[config.mk]
export PLATFORM = sky130hd
export DESIGN_NAME = pipeline_register_1_fetch
export DESIGN_NICKNAME = d
export VERILOG_FILES = /design/src/rtl/pipeline_register_1_fetch.sv
export SDC_FILE = /design/constraint.sdc
export NUM_CORES = 1
export LEC_CHECK = 0
export ABC_AREA = 1
export CAP_MARGIN = 20
export CORE_MARGIN = 4
export CORE_UTILIZATION = 52
export CTS_CLUSTER_SIZE = 24
export DETAILED_ROUTE_END_ITERATION = 8
export PLACE_DENSITY = 0.89
export SETUP_SLACK_MARGIN = 0.3
export SYNTH_ARGS = -nofsm -noshare
export SYNTH_HDL_FRONTEND = slang
export SYNTH_SLANG_ARGS = --single-unit
[constraint.sdc]
create_clock -name clk -period 3 [get_ports clk]
set_clock_uncertainty 0.1 [all_clocks]
set_input_delay 0.45 -clock clk [delete_from_list [all_inputs] [get_ports clk]]
set_output_delay 0.45 -clock clk [all_outputs]
set_load 0.005 [all_outputs]
[src/rtl/pipeline_register_1_fetch.sv]
// Fetch stage: owns the PC, drives a 1-cycle-latency instruction memory and registers the
// fetched instruction and its PC for decode. A one-entry hold buffer covers the stall case.
module pipeline_register_1_fetch #(
   parameter int unsigned      WIDTH    = 16,
   parameter logic [WIDTH-1:0] RESET_PC = '0
) (
   input  logic             clk,
   input  logic             reset,
   input  logic             stall,
   input  logic             redirect_valid,
   input  logic [WIDTH-1:0] redirect_pc,
   output logic             imem_req,
   output logic [WIDTH-1:0] imem_addr,
   input  logic [WIDTH-1:0] imem_rdata,
   output logic             out_valid,
   output logic [WIDTH-1:0] out_instruction,
   output logic [WIDTH-1:0] out_pc,
   output logic [WIDTH-1:0] out_pc_next
);

   logic [WIDTH-1:0] pc_q, pc_d;
   logic             inflight_valid_q, inflight_valid_d;
   logic [WIDTH-1:0] inflight_pc_q, inflight_pc_d;
   logic             hold_valid_q, hold_valid_d;
   logic [WIDTH-1:0] hold_instr_q, hold_instr_d;
   logic [WIDTH-1:0] hold_pc_q, hold_pc_d;
   logic             out_valid_q, out_valid_d;
   logic [WIDTH-1:0] out_instr_q, out_instr_d;
   logic [WIDTH-1:0] out_pc_q, out_pc_d;
   logic [WIDTH-1:0] out_pc_next_q, out_pc_next_d;

   assign imem_req        = !reset && !stall && !redirect_valid;
   assign imem_addr       = pc_q;
   assign out_valid       = out_valid_q;
   assign out_instruction = out_instr_q;
   assign out_pc          = out_pc_q;
   assign out_pc_next     = out_pc_next_q;

   always_comb begin
      pc_d             = pc_q;
      inflight_valid_d = inflight_valid_q;
      inflight_pc_d    = inflight_pc_q;
      hold_valid_d     = hold_valid_q;
      hold_instr_d     = hold_instr_q;
      hold_pc_d        = hold_pc_q;
      out_valid_d      = out_valid_q;
      out_instr_d      = out_instr_q;
      out_pc_d         = out_pc_q;
      out_pc_next_d    = out_pc_next_q;

      if (redirect_valid) begin
         // Squash everything younger than the branch; stall only delays the refetch.
         pc_d             = redirect_pc;
         inflight_valid_d = 1'b0;
         hold_valid_d     = 1'b0;
         out_valid_d      = 1'b0;
      end else if (stall) begin
         // The memory returns data regardless of stall, so park it until release.
         if (inflight_valid_q) begin
            hold_valid_d     = 1'b1;
            hold_instr_d     = imem_rdata;
            hold_pc_d        = inflight_pc_q;
            inflight_valid_d = 1'b0;
         end
      end else begin
         pc_d             = pc_q + WIDTH'(1);
         inflight_valid_d = 1'b1;
         inflight_pc_d    = pc_q;
         if (hold_valid_q) begin
            hold_valid_d = 1'b0;
            out_valid_d  = 1'b1;
            out_instr_d  = hold_instr_q;
            out_pc_d     = hold_pc_q;
         end else begin
            out_valid_d  = inflight_valid_q;
            out_instr_d  = imem_rdata;
            out_pc_d     = inflight_pc_q;
         end
         out_pc_next_d = out_pc_d + WIDTH'(1);
      end
   end

   always_ff @(posedge clk) begin
      if (reset) begin
         pc_q             <= RESET_PC;
         inflight_valid_q <= 1'b0;
         hold_valid_q     <= 1'b0;
         out_valid_q      <= 1'b0;
         out_instr_q      <= '0;
         out_pc_q         <= '0;
         out_pc_next_q    <= '0;
      end else begin
         pc_q             <= pc_d;
         inflight_valid_q <= inflight_valid_d;
         inflight_pc_q    <= inflight_pc_d;
         hold_valid_q     <= hold_valid_d;
         hold_instr_q     <= hold_instr_d;
         hold_pc_q        <= hold_pc_d;
         out_valid_q      <= out_valid_d;
         out_instr_q      <= out_instr_d;
         out_pc_q         <= out_pc_d;
         out_pc_next_q    <= out_pc_next_d;
      end
   end

endmodule

# After elaboration in Yosys (flattened, before gate mapping)

Index checks and enable logic that the tools add are counted.

Register bits: 115
Input bits: 36
Output and inout port bits: 66
Word-level logic and storage cells: 34

Add/sub/neg operators: 2
Eq/ne operators: 1
Multiplexer cells: 8
Bitwise logic cells: 3
Reduce and logical (&&, ||, !) cells: 10

Operators with widths:

| kind                                          | number |
|---|---|
| two-way mux 16 bit                            | 6 |
| adder 16 x 1 -> 16 bit, second input constant | 2 |
| AND reduction 4 bit                           | 1 |
| logical NOT 1 bit                             | 3 |
| inverter 1 bit                                | 3 |
| AND reduction 3 bit                           | 1 |
| OR reduction 3 bit                            | 1 |
| logical AND 1 bit                             | 2 |
| two-way mux 1 bit                             | 2 |
| != test 2 x 1 -> 1 bit, second input constant | 1 |
| AND reduction 2 bit                           | 1 |
| OR reduction 2 bit                            | 1 |

# Depth between registers and ports, before layout

Depth after elaboration: 4
Depth in mapped cells: 14
Gate-level depth less buffers: 12

# Worst setup path after synthesis

Ideal clock, no wire load.

Path kind: input port to flip-flop
From: input port reset
To: register hold_instr_q[0] (enable)
Library setup time: 421 ps
Arrival: 2235 ps
Data required time: 2479 ps
Slack: 244 ps
Stages: 4
Path buffers: 1
Cells stage by stage: buf_2 nor2_1 nand2_1 nor2_1

Cells in the longest elaborated chain, start to end: 2

RTL lines:

| what                                 | RTL line | source |
|---|---|---|
| from (decl)                          | 8        | `input logic reset,` |
| inverter 1 bit (no source line)      | -        |  |
| AND reduction 4 bit (no source line) | -        |  |
| to (signal assigned)                 | 97       | `hold_instr_q <= hold_instr_d;` |
| to (decl)                            | 25       | `logic [WIDTH-1:0] hold_instr_q, hold_instr_d;` |

Every way passes these cells.
A chain may end at the register's enable or synchronous reset.

# Final worst setup path

From: input port redirect_valid
To: output port imem_req

Cells in the longest elaborated chain, start to end: 2

RTL lines:

| what              | RTL line | source |
|---|---|---|
| from (decl)       | 10       | `input logic redirect_valid,` |
| logical NOT 1 bit | 32       | `assign imem_req = !reset && !stall && !redirect_valid;` |
| logical AND 1 bit | 32       |  |
| to (decl)         | 12       | `output logic imem_req,` |

Every way passes these cells.

==> metrics.md <==
| Metric | Value |
|---|---|
| Tot GR Track Use | `23.9%` |
| Endpoints failing setup | `0` |
| Hold crit path type | `flop to flop` |
| Global-route wire length before repair | `21800 um` |
| Post-CTS resize count | `0` |
| Avg Synthesized Cell Area | `8.55 um2` |
| Number of synthesized flops with an enable pin | `48` |
| CTS buffer count | `17` |
| # diodes | `0` |
| Library cells used by synthesis | `38` |
| DIE HEIGHT | `108 um` |
| Die W | `108 um` |
| CP required | `2.45 ns` |
| Post-Syn Area | `5160 um2` |
| Initial Utilization | `53.1%` |
| DRT Pass-1 Iters | `5` |
| Detail Placement HPWL | `8600 um` |
| Largest net degree at the start of global routing | `40` |
| H-tree depth | `4` |
| Fin crit share | `78.2%` |
| Most area-consuming cells after synthesis | `edfxtp_1, dfxtp_1, nand2_1, inv_1, o21ai_0` |
| CTS tree | `built` |
| Row count | `36` |
| CP max-delay cell | `clkdlybuf4s50_1` |
| Run status | `completed` |
| Die ar. | `11600 um2` |
| Worst setup EP type | `output pin` |
| Pin slew with the least headroom to its limit | `0.757 ns` |
| Postcts setup bufs | `0` |
| Count leader, synth | `nand2_1` |
| Most used DFF post-synth | `dfxtp_1` |
| Asr flop ratio synth | `0%` |
| Iter 0 DRT Violations | `336` |
| Maxcap violations | `0` |
| Hold_buf cts | `0` |
| Startpoint Class | `input port` |
| Synth top area share | `27.9%` |
| Post-synth top area cell | `edfxtp_1` |
| Post-Syn Instances | `604` |
| Ports | `102` |
| Max incr delay on CP | `0.53 ns` |
| Register area share after synthesis | `53.9%` |
| CP cell instances | `clkdlybuf4s50_1, inv_2, nand2_2, nor2_2, clkdlybuf4s50_1` |
| Slew margin rel. | `49.3%` |
| Post-synth top cells | `nand2_1, inv_1, dfxtp_1, edfxtp_1, o21ai_0` |
| CP Buf/Inv Count | `3` |
| Layout filler cell count | `694` |
| Worst-Skew Late Latency | `0.52 ns` |
| Post-synthesis net count | `642` |
| Delay-heaviest family, CP | `buffers and inverters` |
| Wirelength per Cell | `15.2 um` |
| Initial antenna violation count | `0` |
| Worst Path Arrival | `1.80 ns` |
| CTS Buffer Depth | `2` |
| Clk sinks | `115` |
| # nets final | `748` |
| Hold Slack | `0.352 ns` |
| Setup_tns | `0 ns` |
| Max IR drop VDD | `307 uV` |
| Cell mode on critical path | `clkdlybuf4s50_1` |
| Remaining Overflow, GRT | `0` |
| Total power | `4.26 mW` |
| Share of layout cells above drive strength 1 | `11.1%` |
| # DRC | `0` |
| Final-report hold violation count | `0` |
| Ys Warns | `0` |
| RSZ-0062 raised after global routing | `no` |
| Layout area overhead | `33.7%` |
| Number of global-route vias before repair | `4589` |
| Max FO, Critical Path | `5` |
| Synthesis-stage register bit count | `115` |
| DR vias | `4471` |
| Crit path time final | `2.35 ns` |
| Slew Limit Fails | `0` |
| Core area | `9730 um2` |
| PortBufs | `101` |
| WL final | `13000 um` |
| Highest Clock Rate | `426 MHz` |
| ANT nets after route | `0` |
| Clock transition at the registers of the reported paths | `0.05 ns` |
| Final GP Congestion | `0.878` |
| Clock Root Buffer | `clkbuf_8` |
| WS Path Type | `input port to output pin` |
| Power Density | `616 nW/um2` |
| DR vias/cell | `5.22` |
| Leakage | `2.89 nW` |
[routing by layer]
| metal | vias up | routed length, um | GRT usage [%] |
|---|---|---|---|
| met5 | - | 0 | 0 |
| met4 | 0 | 213 | 7.84 |
| met3 | 27 | 942 | 5.94 |
| met2 | 214 | 6230 | 40.0 |
| met1 | 2052 | 5650 | 30.2 |
| li1 | 2178 | - | - |
[kinds of logic after synthesis]
| logic type | Yosys count | share of synthesized area [%] |
|---|---|---|
| compound gates | 96 | 11.2 |
| xor+xnor | 12 | 2.03 |
| fa+ha+maj | 2 | 0.484 |
| buf+inv | 99 | 8.58 |
| flops | 115 | 53.9 |
| simple gates | 280 | 23.9 |
[path summary, 6_finish.rpt]
kind                                         from  slack (ns)              end  depth (start not counted)
worst min register to register  inflight_pc_q[11]        0.35    hold_pc_q[11]                          0
worst min-delay path            inflight_pc_q[11]        0.35    hold_pc_q[11]                          0
worst max-delay path               redirect_valid        0.65         imem_req                          5
worst max register to register       hold_valid_q        0.82  out_pc_next[14]                         11
[stage by stage]
stage               setup WS [ns]  area [um2]  utilization [%]  cells
finish                      0.654        6910             71.0    856
global route                0.557        6910             71.0    856
CTS                         0.643        6900             70.9    855
detailed placement          0.438        6260             64.4    823
global placement            0.531        6260             64.4    823
floorplan                   0.769        5170                -    604
[power breakdown]
group | switching, mW | total (mW) | internal, mW | leakage, nW
sequential | 0.0512 | 1.75 | 1.70 | 0.988
clock | 0.683 | 2.14 | 1.46 | 0.304
combinational | 0.174 | 0.370 | 0.196 | 1.60
[sequential cells by signal, summed over array words and instances (netlist names)]
name and flops:
hold_instr_q 16, hold_pc_q 16, hold_valid_q 1, imem_addr 16, inflight_pc_q 16, inflight_valid_q 1
out_instruction 16, out_pc 16, out_pc_next 16, out_valid 1
[final cells by class]
cell class / count / area (um2) / share of cell area (%)
inverter: 74 / 283 / 4.09
timing repair buffer: 112 / 1100 / 15.9
clock buffer: 23 / 488 / 7.06
sequential: 115 / 2780 / 40.3
tap: 133 / 166 / 2.41
clock inverter: 9 / 148 / 2.14
multi-input combinational: 390 / 1940 / 28.1
[cells in the final DEF (no fill, tap or decap), types with 7 or more instances in the layout]
| master | count |
|---|---|
| a21oi_1 | 8 |
| a31oi_1 | 20 |
| buf_4 | 10 |
| clkbuf_16 | 17 |
| clkdlybuf4s50_1 | 101 |
| dfxtp_1 | 66 |
| edfxtp_1 | 48 |
| inv_1 | 70 |
| nand2_1 | 177 |
| nand2_2 | 11 |
| nand3_1 | 26 |
| nor2_1 | 34 |
| nor2_2 | 9 |
| o211ai_1 | 10 |
| o21ai_0 | 42 |
| or2_2 | 7 |
| xor2_1 | 10 |
(Power assumes the default switching activity.)
